### src/rtl/zoom_level_sequencer_pkg.sv
// -----------------------------------------------------------------------------
// zoom_level_sequencer_pkg
//   Shared types for the zoom-level sequencer: algorithm codes, FSM states and
//   the helper that maps an algorithm to its scaling direction.
// -----------------------------------------------------------------------------
package zoom_level_sequencer_pkg;

  // Scaling algorithm select. NN/PR enlarge the image, DC/BA shrink it.
  typedef enum logic [1:0] {
    S_NN = 2'b00,
    S_PR = 2'b01,
    S_DC = 2'b10,
    S_BA = 2'b11
  } alg_e;

  // Configuration handshake states.
  typedef enum logic [1:0] {
    S_IDLE = 2'b00,
    S_PEND = 2'b01,
    S_REQ  = 2'b10
  } state_e;

  // 1 when the algorithm belongs to the upscale class.
  function automatic logic is_upscale(input alg_e alg);
    return (alg == S_NN) || (alg == S_PR);
  endfunction

endpackage

### src/rtl/zoom_level_sequencer_btn_debounce.sv
// -----------------------------------------------------------------------------
// zoom_level_sequencer_btn_debounce
//   Counter-based debouncer for one button. The stable level follows the raw
//   input only after DEBOUNCE_CYC consecutive samples that disagree with it.
//   A rising edge of the stable level produces a one-cycle pulse, but only once
//   the button has been seen released since reset, so a button held through
//   reset release never fires.
//   The raw input is expected to be synchronous to clk (board-level
//   synchroniser upstream).
// Ports
//   clk       in   system clock
//   rst_n     in   asynchronous active-low reset
//   i_btn     in   raw button level, active-high
//   o_stable  out  debounced button level
//   o_rise    out  one-cycle pulse on a debounced press
// -----------------------------------------------------------------------------
module zoom_level_sequencer_btn_debounce #(
  parameter int DEBOUNCE_CYC = 16
) (
  input  logic clk,
  input  logic rst_n,
  input  logic i_btn,
  output logic o_stable,
  output logic o_rise
);

  localparam int CNT_W = (DEBOUNCE_CYC > 1) ? $clog2(DEBOUNCE_CYC) : 1;

  logic [CNT_W-1:0] r_cnt;
  logic             r_armed;

  // NOTE: sequential state uses non-blocking assignments so every register
  // samples the pre-edge values, independent of statement order.
  always_ff @(posedge clk or negedge rst_n) begin
    if (!rst_n) begin
      r_cnt    <= '0;
      r_armed  <= 1'b0;
      o_stable <= 1'b0;
      o_rise   <= 1'b0;
    end else begin
      o_rise <= 1'b0;
      if (!i_btn) r_armed <= 1'b1;
      if (i_btn == o_stable) begin
        r_cnt <= '0;
      end else if (r_cnt == CNT_W'(DEBOUNCE_CYC - 1)) begin
        // This is the DEBOUNCE_CYC-th disagreeing sample in a row.
        o_stable <= i_btn;
        r_cnt    <= '0;
        o_rise   <= i_btn & r_armed;
      end else begin
        r_cnt <= r_cnt + 1'b1;
      end
    end
  end

endmodule

### src/rtl/zoom_level_sequencer.sv
// -----------------------------------------------------------------------------
// zoom_level_sequencer
//   Zoom-level controller for the scaling coprocessor. Debounced zoom buttons
//   move a target level; a new level/direction is handed to the scaler only
//   through a REQ/ACK handshake started while the engine is idle.
// Ports
//   clk               in   system clock
//   rst_n             in   asynchronous active-low reset
//   i_zoom_in_btn     in   raw zoom-in button
//   i_zoom_out_btn    in   raw zoom-out button
//   i_algorithm       in   00 NN, 01 PR (up), 10 DC, 11 BA (down)
//   i_engine_idle     in   scaler may take a new configuration
//   i_cfg_ack         in   scaler accepted o_cfg_* / geometry (1-cycle pulse)
//   o_cfg_req         out  configuration pending; outputs stable while high
//   o_shift_factor    out  committed level
//   o_scale_up        out  1 = upscale, 0 = downscale
//   o_img_width_out   out  committed output width
//   o_img_height_out  out  committed output height
// -----------------------------------------------------------------------------
module zoom_level_sequencer
  import zoom_level_sequencer_pkg::*;
#(
  parameter  int IMG_WIDTH_IN  = 160,
  parameter  int IMG_HEIGHT_IN = 120,
  parameter  int MAX_UP_LVL    = 3,
  parameter  int MAX_DN_LVL    = 2,
  parameter  int DEBOUNCE_CYC  = 16,
  parameter  int WRAP_EN       = 1,
  parameter  int LVL_W         = 2,
  localparam int W_OUT         = $clog2(IMG_WIDTH_IN << MAX_UP_LVL) + 1,
  localparam int H_OUT         = $clog2(IMG_HEIGHT_IN << MAX_UP_LVL) + 1
) (
  input  logic             clk,
  input  logic             rst_n,
  input  logic             i_zoom_in_btn,
  input  logic             i_zoom_out_btn,
  input  logic [1:0]       i_algorithm,
  input  logic             i_engine_idle,
  input  logic             i_cfg_ack,
  output logic             o_cfg_req,
  output logic [LVL_W-1:0] o_shift_factor,
  output logic             o_scale_up,
  output logic [W_OUT-1:0] o_img_width_out,
  output logic [H_OUT-1:0] o_img_height_out
);

  localparam logic [W_OUT-1:0] W_IN = W_OUT'(IMG_WIDTH_IN);
  localparam logic [H_OUT-1:0] H_IN = H_OUT'(IMG_HEIGHT_IN);

  logic             w_in_ev;
  logic             w_out_ev;
  logic             w_in_stable;
  logic             w_out_stable;
  logic             w_unused_stable;
  logic             w_class_up;
  logic [LVL_W-1:0] w_lvl_max;
  logic             w_dirty;

  logic [LVL_W-1:0] r_target;
  logic             r_cls;
  logic [LVL_W-1:0] r_active;
  state_e           r_state;

  zoom_level_sequencer_btn_debounce #(.DEBOUNCE_CYC(DEBOUNCE_CYC)) u_deb_in (
    .clk      (clk),
    .rst_n    (rst_n),
    .i_btn    (i_zoom_in_btn),
    .o_stable (w_in_stable),
    .o_rise   (w_in_ev)
  );

  zoom_level_sequencer_btn_debounce #(.DEBOUNCE_CYC(DEBOUNCE_CYC)) u_deb_out (
    .clk      (clk),
    .rst_n    (rst_n),
    .i_btn    (i_zoom_out_btn),
    .o_stable (w_out_stable),
    .o_rise   (w_out_ev)
  );

  // Only the press pulses steer the level; the stable levels are spare.
  assign w_unused_stable = w_in_stable ^ w_out_stable;

  assign w_class_up = is_upscale(alg_e'(i_algorithm));
  assign w_lvl_max  = w_class_up ? LVL_W'(MAX_UP_LVL) : LVL_W'(MAX_DN_LVL);
  // Work to do whenever the requested level or direction differs from the
  // committed configuration.
  assign w_dirty    = (r_target != r_active) || (r_cls != o_scale_up);

  // Target level: follows button events continuously, regardless of handshake.
  always_ff @(posedge clk or negedge rst_n) begin
    if (!rst_n) begin
      r_target <= '0;
      r_cls    <= 1'b1;
    end else begin
      r_cls <= w_class_up;
      if (w_class_up != r_cls) begin
        // A direction change invalidates the old level; it beats any event.
        r_target <= '0;
      end else if (w_in_ev && !w_out_ev) begin
        if (r_target >= w_lvl_max) r_target <= (WRAP_EN != 0) ? '0 : r_target;
        else                       r_target <= r_target + 1'b1;
      end else if (w_out_ev && !w_in_ev) begin
        if (r_target != '0) r_target <= r_target - 1'b1;
      end
    end
  end

  // Handshake FSM. The configuration outputs are registers loaded only on
  // entry to S_REQ, so they cannot move while o_cfg_req is high.
  always_ff @(posedge clk or negedge rst_n) begin
    if (!rst_n) begin
      r_state          <= S_IDLE;
      r_active         <= '0;
      o_cfg_req        <= 1'b0;
      o_shift_factor   <= '0;
      o_scale_up       <= 1'b1;
      o_img_width_out  <= W_IN;
      o_img_height_out <= H_IN;
    end else begin
      case (r_state)
        S_IDLE: begin
          if (w_dirty) r_state <= S_PEND;
        end
        S_PEND: begin
          if (!w_dirty) begin
            r_state <= S_IDLE;
          end else if (i_engine_idle) begin
            o_shift_factor   <= r_target;
            o_scale_up       <= r_cls;
            o_img_width_out  <= r_cls ? (W_IN << r_target) : (W_IN >> r_target);
            o_img_height_out <= r_cls ? (H_IN << r_target) : (H_IN >> r_target);
            o_cfg_req        <= 1'b1;
            r_state          <= S_REQ;
          end
        end
        S_REQ: begin
          if (i_cfg_ack) begin
            r_active  <= o_shift_factor;
            o_cfg_req <= 1'b0;
            r_state   <= S_IDLE;
          end
        end
        default: r_state <= S_IDLE;
      endcase
    end
  end

endmodule

### config.mk
export PLATFORM = sky130hd
export DESIGN_NAME = zoom_level_sequencer
export DESIGN_NICKNAME = d
export VERILOG_FILES = /design/src/rtl/zoom_level_sequencer_pkg.sv /design/src/rtl/zoom_level_sequencer_btn_debounce.sv /design/src/rtl/zoom_level_sequencer.sv
export SDC_FILE = /design/constraint.sdc
export NUM_CORES = 1
export LEC_CHECK = 0
export CORE_MARGIN = 2
export CORE_UTILIZATION = 50
export DETAILED_ROUTE_END_ITERATION = 8
export PLACE_DENSITY = 0.77
export SLEW_MARGIN = 10
export SYNTH_ARGS = -nofsm -noshare
export SYNTH_HDL_FRONTEND = slang
export SYNTH_SLANG_ARGS = --single-unit
### constraint.sdc
create_clock -name clk -period 1.8 [get_ports clk]
set_input_delay 0.36 -clock clk [delete_from_list [all_inputs] [get_ports clk]]
set_output_delay 0.36 -clock clk [all_outputs]
set_load 0.05 [all_outputs]
==> metrics.cfg, run 1 <==
[floorplanning]
pin_count=35
fp.dieW_um=67.8
row_count=23
dieArea_um2=4600
start_util_pct=51.3
die_h_um=67.8
core_area_um2=3970

[setup_path]
cp_data_arrival_time_ns=1.84
r2r_slack_ns=0.15
crit_type=register to register
r2r-start=o_scale_up
cp-startpoint=o_scale_up
cpLargestDelayFamily=flip-flops
cpMaxStageDelayCell=dfstp_2
start_kind=register
crit_chain=xor2_1 > o311a_1 > buf_12 > mux2_4
crit_fanout=14
crit_path_end_kind=register
crit_buf_inv=1
regToRegEndpoint=o_img_height_out[7]
max_stage_delay_ns=0.58
rr_worst_depth=4
required_ns=1.99

[sta]
max-slew-margin-rel_pct=65.8
finalHoldViolCount=0
fmax_ghz=0.606
rsz0062_at_grt=false
finalSetupViolCount=0
period_share_pct=91.7
tightestPinTransition_ns=0.514
finalMaxSlewViolations=0
clock_skew_ns=0.00644
finalSetupTns_ns=0
layout_min_cycle_time_ns=1.65
holdWs_ns=0.116

[layout]
drive_gt1_share_pct=33.3
n_antenna_cell=0
multi_input_area_um2=852
nFillCells=319
ff_latch_area_um2=1060
syn2layout_area_growth_pct=20.6
finish.instance_area_um2=2460
nets=216
post-route-util_pct=61.9

[clock_tree]
cts_resized=0
clock_sinks=42
cts_hold_buf=0
cts.path.max_buffers=2
root_buffer=clkbuf_8
cts_setup_buffers=0
clk_pin_slew_worst_paths_ns=0.08
cts_tree=done
clock_latency_ns=0.30
htree_levels=2
cts_buffers=5

[detailed_routing]
met1_length_um=1500
antenna_left=0
dr.first_iter.drc_count=68
num_vias=1315
wl_per_cell_um=14.7
wl_met3_um=175
met2_length_um=1940
vias_per_cell=5.24
drc=0
dr.pass1.iters=4
top_layer_used=met4
finalWirelength_um=3680

[logic_synthesis]
synth_cells=164
synth_top_flop_cell=dfrtp_1
synth_edf_count=0
ys_ff_latch=42
synth-seq-area-share_pct=52.1
synth_cell_type_count=34
synth_top_cell_by_area=dfrtp_1
synth_area_leaders=dfrtp_1 42%, mux2_4 11%, dfstp_2 10%
ys_warn_count=0
synth-async-reset-ratio_pct=100
syn-cell-area_um2=2040
synth_top_area_share_pct=41.8
synth.avg_cell_area_um2=12.4

[global_route]
grt_max_degree=43
first_global_vias=1337
antenna_found_initial=0
grtUsageTotal_pct=18.8
grt_pass1_wl_um=6270
grt.overflow.total=0

[min_path]
min_path_type=primary input to async pin

[place]
portBuffers=29
dp_hpwl_um=2680
placed_cell_area_um2=2360
gp_congestion=0.811

[power_and_ir_drop]
cellLeakagePower_nw=1.18
power.density_nw_per_um2=1030
total_power_w=0.00252
peakVddDrop_uv=427

[outcome]
status=completed

[run]
max_cap_viol_count=0

layout make-up:
cell class | instances | share of cell area, %
flip-flops and latches | 42 | 43.2
multi-input cells | 102 | 34.7
repair buffers | 38 | 14.1
clock buffers | 6 | 3.36
well taps | 50 | 2.55
inverters | 11 | 1.68
clock inverters | 2 | 0.509
worst max-delay path by stage:
stage                               end  depth (start not counted)  slack [ns]
floorplan           o_img_height_out[7]                          4        0.09
global placement     o_img_width_out[6]                          5       -0.02
detailed placement   o_img_width_out[2]                          5       -0.04
CTS                  o_img_width_out[2]                          4        0.14
global route                r_target[0]                          6        0.04
finish              o_img_height_out[7]                          4        0.15
worst reg2reg max path, stage by stage (launching register included):
cell and delay [ns]:
dfstp_2 0.58, xor2_1 0.20, o311a_1 0.26, buf_12 0.19, mux2_4 0.31
Yosys cell counts, types with 3 or more instances:
master / instances
ha_1: 8
buf_6: 3
nand2_1: 7
nor2b_1: 10
buf_2: 3
mux2i_1: 5
mux2_2: 3
a21oi_1: 5
mux2_4: 15
xor2_1: 3
a21o_1: 3
inv_1: 11
dfrtp_1: 34
dfstp_2: 8
xnor2_1: 5
nor2_1: 6
nor3_1: 4
buf_4: 6
report_power, final:
part / total, W / leakage (nW) / switching (W) / internal [W]
combinational: 0.000723 / 0.596 / 0.000406 / 0.000317
sequential: 0.00116 / 0.533 / 0.0000909 / 0.00107
clock: 0.000640 / 0.0472 / 0.000331 / 0.000308
total: 0.00252 / 1.18 / 0.000828 / 0.00169
routing by layer:
layer,vias up,track usage (%)
met5,-,0
met4,0,7.00
met3,7,6.74
met2,25,31.6
met1,664,22.0
li1,619,-
layout by cell type (no fill, tap or decap), drive strengths merged, types with 2 or more instances in the layout:
| cell type | n |
|---|---|
| dfrtp | 34 |
| xnor2 | 5 |
| conb | 4 |
| dfstp | 8 |
| a311oi | 2 |
| a21oi | 5 |
| nor2 | 6 |
| o211ai | 2 |
| o21ai | 2 |
| nor2b | 10 |
| a31oi | 2 |
| mux2i | 5 |
| nand2 | 7 |
| a21o | 3 |
| nand2b | 2 |
| and2 | 2 |
| clkbuf | 6 |
| ha | 8 |
| nor3b | 2 |
| mux2 | 20 |
| nor3 | 4 |
| xor2 | 3 |
| inv | 11 |
| nand3 | 2 |
| buf | 33 |
| clkdlybuf4s50 | 5 |
cell families after synthesis:
logic type	Yosys count	share of synthesized area (%)
AO/OA/AOI/OAI	20	6.76
XOR/XNOR	8	3.44
adder cells (fa/ha/maj)	8	4.91
buffers and inverters	23	6.63
flip-flops	42	52.1
multiplexers	25	16.3
other	1	0.184
AND/OR/NAND/NOR	37	9.71
sequential cells by signal, summed over array words and instances (netlist names):
| register | cells |
|---|---|
| u_deb_out.o_stable | 1 |
| o_cfg_req | 1 |
| o_scale_up | 1 |
| o_shift_factor | 2 |
| u_deb_out.o_rise | 1 |
| u_deb_out.r_armed | 1 |
| u_deb_in.r_armed | 1 |
| r_cls | 1 |
| o_img_height_out | 8 |
| u_deb_in.o_rise | 1 |
| r_target | 2 |
| r_active | 2 |
| r_state | 2 |
| u_deb_in.o_stable | 1 |
| u_deb_out.r_cnt | 4 |
| u_deb_in.r_cnt | 4 |
| o_img_width_out | 9 |
through the flow:
stage	std cells	setup slack, ns
finish	251	0.149
global route	251	0.0371
CTS	251	0.144
detailed placement	243	-0.0367
global placement	243	-0.0189
floorplan	167	0.0890
No activity file was read; power rests on OpenSTA's default activity.
==> run 2, diff against run 1 <==
--- a/config.mk
+++ b/config.mk
@@ -5,10 +5,11 @@
 export SDC_FILE = /design/constraint.sdc
 export NUM_CORES = 1
 export LEC_CHECK = 0
+export CAP_MARGIN = 25
 export CORE_MARGIN = 2
-export CORE_UTILIZATION = 50
+export CORE_UTILIZATION = 47
 export DETAILED_ROUTE_END_ITERATION = 8
-export PLACE_DENSITY = 0.77
+export PLACE_DENSITY = 0.76
 export SLEW_MARGIN = 10
 export SYNTH_ARGS = -nofsm -noshare
 export SYNTH_HDL_FRONTEND = slang
==> constraint.sdc (replaced) <==
create_clock -name clk -period 1.45 [get_ports clk]
set_input_delay 0.29 -clock clk [delete_from_list [all_inputs] [get_ports clk]]
set_output_delay 0.29 -clock clk [all_outputs]
set_load 0.05 [all_outputs]
==> metrics.cfg, run 2 (synthesized netlist as in run 1, its figures left out) <==
[place]
gp_congestion=0.819
preCtsSetupSlack_ns=-0.311
dp_hpwl_um=2700
portBuffers=29

[outcome]
status=finished, violations left
failed_checks=negative setup slack

[layout]
n_antenna_cell=0
drive_gt1_share_pct=40.8
largest-register=o_img_width_out
layout_common_cells=34 x dfrtp_1, 25 x buf_12, 15 x mux2_4, 11 x buf_4
mostFrequentLayoutCell=dfrtp_1
syn2layout_area_growth_pct=44.9
post-route-util_pct=72.2
nets=226
top_regs=o_img_width_out x9, o_img_height_out x8
nFillCells=268
largest_reg_flops=9

[floorplanning]
start_util_pct=49.8
pin_count=35
core_area_um2=4090
dieArea_um2=4880
row_count=23
fp.dieW_um=69.8
die_h_um=69.8

[clock_tree]
clock_latency_ns=0.30
htree_levels=2
root_buffer=clkbuf_8
cts_buffers=5
clk_pin_slew_worst_paths_ns=0.08
cts_tree=done
clock_sinks=42
cts.path.max_buffers=2

[sta]
setup_slack_ns=-0.208
holdWs_ns=0.476
layout_min_cycle_time_ns=1.66
finalMaxSlewViolations=0
finalSetupTns_ns=-3.17
period_share_pct=114
fmax_ghz=0.603
clock_skew_ns=0.00405
rsz0062_at_grt=true
finalHoldViolCount=0
finalSetupViolCount=20

[power_and_ir_drop]
power.density_nw_per_um2=1280
total_power_w=0.00377
peakVddDrop_uv=628
cellLeakagePower_nw=1.34

[setup_path]
required_ns=1.64
max_stage_delay_ns=0.43
crit_fanout=9
crit_path_end_kind=register
crit_chain=xor2_1 > o311a_4 > clkbuf_16 > mux2_4
crit_type=register to register
cpMaxStageDelayCell=dfrtp_1
cp_data_arrival_time_ns=1.85
start_kind=register
rr_worst_depth=4

[global_route]
grt_max_degree=25
first_global_vias=1373
antenna_found_initial=0
grt_pass1_wl_um=6290
grt.overflow.total=0
grtUsageTotal_pct=16.3

[detailed_routing]
vias_per_cell=5.15
wl_per_cell_um=15.8
dr.pass1.iters=4
antenna_left=0
num_vias=1343
drc=0
dr.first_iter.drc_count=80
finalWirelength_um=4120

[min_path]
min_path_type=register to register
hold_depth=1

[run]
max_cap_viol_count=0

[run 2: per-layer routing]
metal,vias to the layer above,routed length [um],GRT usage [%]
li1,637,-,-
met3,9,155,4.80
met1,658,1710,19.0
met4,0,91,7.91
met5,-,0,0
met2,39,2170,27.4
[run 2: layout make-up]
| type | instances | area, um^2 | share of cell area, % |
|---|---|---|---|
| clock inverter | 2 | 60.1 | 2.03 |
| inverter | 11 | 41.3 | 1.40 |
| tap | 50 | 62.6 | 2.12 |
| multi-input combinational | 102 | 918 | 31.1 |
| clock buffer | 6 | 82.6 | 2.80 |
| sequential | 42 | 1060 | 35.9 |
| timing repair buffer | 48 | 726 | 24.6 |
[run 2: final timing paths]
path / from / endpoint / slack, ns
min: r_state[1] / r_state[0] / 0.48
min reg2reg: r_state[1] / r_state[0] / 0.48
max in group asynchronous: rst_n / o_img_height_out[6] / 0.40
min in group asynchronous: rst_n / o_img_width_out[6] / 0.49
max: r_target[1] / o_shift_factor[1] / -0.21
max reg2reg: r_target[1] / o_shift_factor[1] / -0.21
[run 2: what timing repair did]
action | CTS | global route
endpoints found under the hold margin | 12 | 0
hold buffers | 1 | 0
resized for setup | 4 | 11
setup endpoints to repair | 19 | 22
setup buffers | 0 | 2
pin swaps | 2 | 3
gates cloned | 0 | 3
[run 2: worst max-delay path: cells and delay by family, from the launching register on]
kind,cells,cell delay [ns]
flops,1,0.43
xor+xnor,1,0.20
compound gates,1,0.43
mux,1,0.29
buf+inv,1,0.19
[run 2: power breakdown]
part / switching [W] / total (W) / leakage [nW] / internal [W]
Clock: 0.000402 / 0.00114 / 0.0714 / 0.000734
Sequential: 0.000129 / 0.00146 / 0.533 / 0.00133
Combinational: 0.000568 / 0.00118 / 0.740 / 0.000609
Total: 0.00110 / 0.00377 / 1.34 / 0.00267
[run 2: per-stage QoR]
| step | instances | instance area [um^2] |
|---|---|---|
| 2_1_floorplan | 167 | 2050 |
| 3_3_place_gp | 247 | 2660 |
| 3_5_place_dp | 247 | 2660 |
| 4_1_cts | 256 | 2820 |
| 5_1_grt | 261 | 2950 |
| 6_report | 261 | 2950 |
==> run 3, diff against run 2 <==
--- a/config.mk
+++ b/config.mk
@@ -7,9 +7,9 @@
 export LEC_CHECK = 0
 export CAP_MARGIN = 25
 export CORE_MARGIN = 2
-export CORE_UTILIZATION = 47
+export CORE_UTILIZATION = 50
 export DETAILED_ROUTE_END_ITERATION = 8
-export PLACE_DENSITY = 0.76
+export PLACE_DENSITY = 0.77
 export SLEW_MARGIN = 10
 export SYNTH_ARGS = -nofsm -noshare
 export SYNTH_HDL_FRONTEND = slang
==> constraint.sdc (replaced) <==
create_clock -name clk -period 1.6 [get_ports clk]
set_input_delay 0.32 -clock clk [delete_from_list [all_inputs] [get_ports clk]]
set_output_delay 0.32 -clock clk [all_outputs]
set_load 0.05 [all_outputs]
==> metrics.cfg, run 3 (synthesized netlist as in run 1, its figures left out) <==
[outcome]
status=completed

[detailed_routing]
vias_per_cell=5.22
wl_per_cell_um=14.3
num_vias=1332
dr.first_iter.drc_count=80
finalWirelength_um=3640
antenna_left=0
drc=0
dr.pass1.iters=4

[setup_path]
crit_cells=4
crit_buf_inv=1
cpMaxStageDelayCell=o311a_1
r2r-start=r_target[1]
required_ns=1.79
cp-startpoint=r_target[1]
r2r_slack_ns=0.02
rr_worst_depth=4
regToRegEndpoint=o_img_width_out[6]
crit_fanout=14
cpLargestDelayFamily=compound AO/OA/AOI/OAI gates
max_stage_delay_ns=0.41
crit_chain=xor2_1 > o311a_1 > buf_12 > mux2_4
crit_path_end_kind=register
start_kind=register
endpoint=o_img_width_out[6]
cp_data_arrival_time_ns=1.77
crit_type=register to register

[layout]
post-route-util_pct=65.2
nets=220
top_regs=o_img_width_out x9, o_img_height_out x8
largest-register=o_img_width_out
layout_common_cells=34 x dfrtp_1, 26 x buf_4, 15 x mux2_4, 11 x inv_1, 10 x buf_12
n_antenna_cell=0
syn2layout_area_growth_pct=27.1
drive_gt1_share_pct=35.6
mostFrequentLayoutCell=dfrtp_1
layout.cells.non_filler=255
largest_reg_flops=9

[place]
portBuffers=29
placed_cells=247
preCtsSetupSlack_ns=-0.196
dp_hpwl_um=2740
gp_congestion=0.807

[sta]
rsz0062_at_grt=true
finalSetupViolCount=0
setup_slack_ns=0.0180
period_share_pct=98.9
layout_min_cycle_time_ns=1.58
clock_skew_ns=0.00526
fmax_ghz=0.632
finalMaxSlewViolations=0
max-slew-margin-rel_pct=57.0
tightestPinTransition_ns=0.645
finalHoldViolCount=0

[power_and_ir_drop]
cellLeakagePower_nw=1.24
netSwitchingFraction_pct=31.4
internal_power_w=0.00208
power.density_nw_per_um2=1170
power_frac_comb_pct=29.2
seqPwrFrac_pct=43.0
switchingPower_w=0.000951
peakVddDrop_uv=605
power_frac_clock_pct=27.8

[floorplanning]
core_area_um2=3970
pin_count=35
fp.dieW_um=67.8
dieArea_um2=4600
start_util_pct=51.3
die_h_um=67.8
row_count=23

[clock_tree]
root_buffer=clkbuf_8
cts_buffers=5
cts_hold_buf=0
cts.path.max_buffers=2
clock_latency_ns=0.30
htree_levels=2
cts_tree=done
clk_pin_slew_worst_paths_ns=0.08
clock_sinks=42

[global_route]
grt_max_degree=31
grt.overflow.total=0
first_global_vias=1329
grt_pass1_wl_um=6100
grtUsageTotal_pct=18.0
antenna_found_initial=0

[run]
max_cap_viol_count=0

[min_path]
min_path_type=primary input to async pin

[run 3: cell types whose count changed in the layout (fill, tap and decap cells not counted), sizes merged]
cell and change:
clkinv +1, buf -3, bufinv -1, dlygate4sd3 -1
clkbuf -3, inv +1
[run 3: area by class of cell]
cell class | instances | area [um^2]
fillers | 311 | 1380
flip-flops and latches | 42 | 1060
multi-input cells | 102 | 862
repair buffers | 42 | 450
clock buffers | 5 | 68.8
well taps | 50 | 62.6
clock inverters | 3 | 43.8
inverters | 11 | 41.3
[run 3: routing by layer]
metal,wire [um],vias up,part of all wire (%),track usage [%]
met5,0,-,0,0
met4,39,0,1.1,5.25
met3,153,6,4.2,4.93
met2,1940,30,53,32.4
met1,1510,668,41,21.1
li1,-,628,-,-
[run 3: power groups by stage]
stage	Sequential [W]	Clock, W	Combinational (W)
after floorplan	0.00149	0	0.000373
final	0.00130	0.000844	0.000886
after global routing	0.00132	0.000925	0.000939
after global placement	0.00131	0	0.000856
after CTS	0.00131	0.000867	0.000895
after detailed placement	0.00132	0	0.000889
[run 3: through the flow]
step	hold WS [ns]	total power (W)	setup TNS, ns	area [um^2]
3_3_place_gp	0.369	0.00217	-2.58	2470
5_1_grt	0.0733	0.00319	-0.273	2590
2_1_floorplan	0.0244	0.00187	-1.43	2050
6_report	0.0370	0.00303	0	2590
4_1_cts	0.0556	0.00307	0	2590
3_5_place_dp	0.383	0.00221	-3.09	2470
[run 3: worst register-to-register path: cells and delay by family, from the launching register on]
kind                   cells  cell delay, ns
flip-flops                 1            0.40
AO/OA/AOI/OAI              1            0.41
multiplexers               1            0.31
buffers and inverters      1            0.18
XOR/XNOR                   1            0.18
[run 3: worst min path at each step]
stage | startpoint | to | slack, ns | cells past startpoint
after floorplan | rst_n | o_cfg_req | 0.02 | 0
after global placement | rst_n | r_state[1] | 0.37 | 1
after detailed placement | rst_n | r_state[0] | 0.38 | 1
after CTS | rst_n | r_state[0] | 0.06 | 1
after global routing | rst_n | o_img_height_out[1] | 0.07 | 1
final | rst_n | o_img_height_out[1] | 0.04 | 1
[run 3: what timing repair did]
action                     CTS  global route
setup endpoints to repair   10            11
setup buffers                0             0
resized for setup            1             1
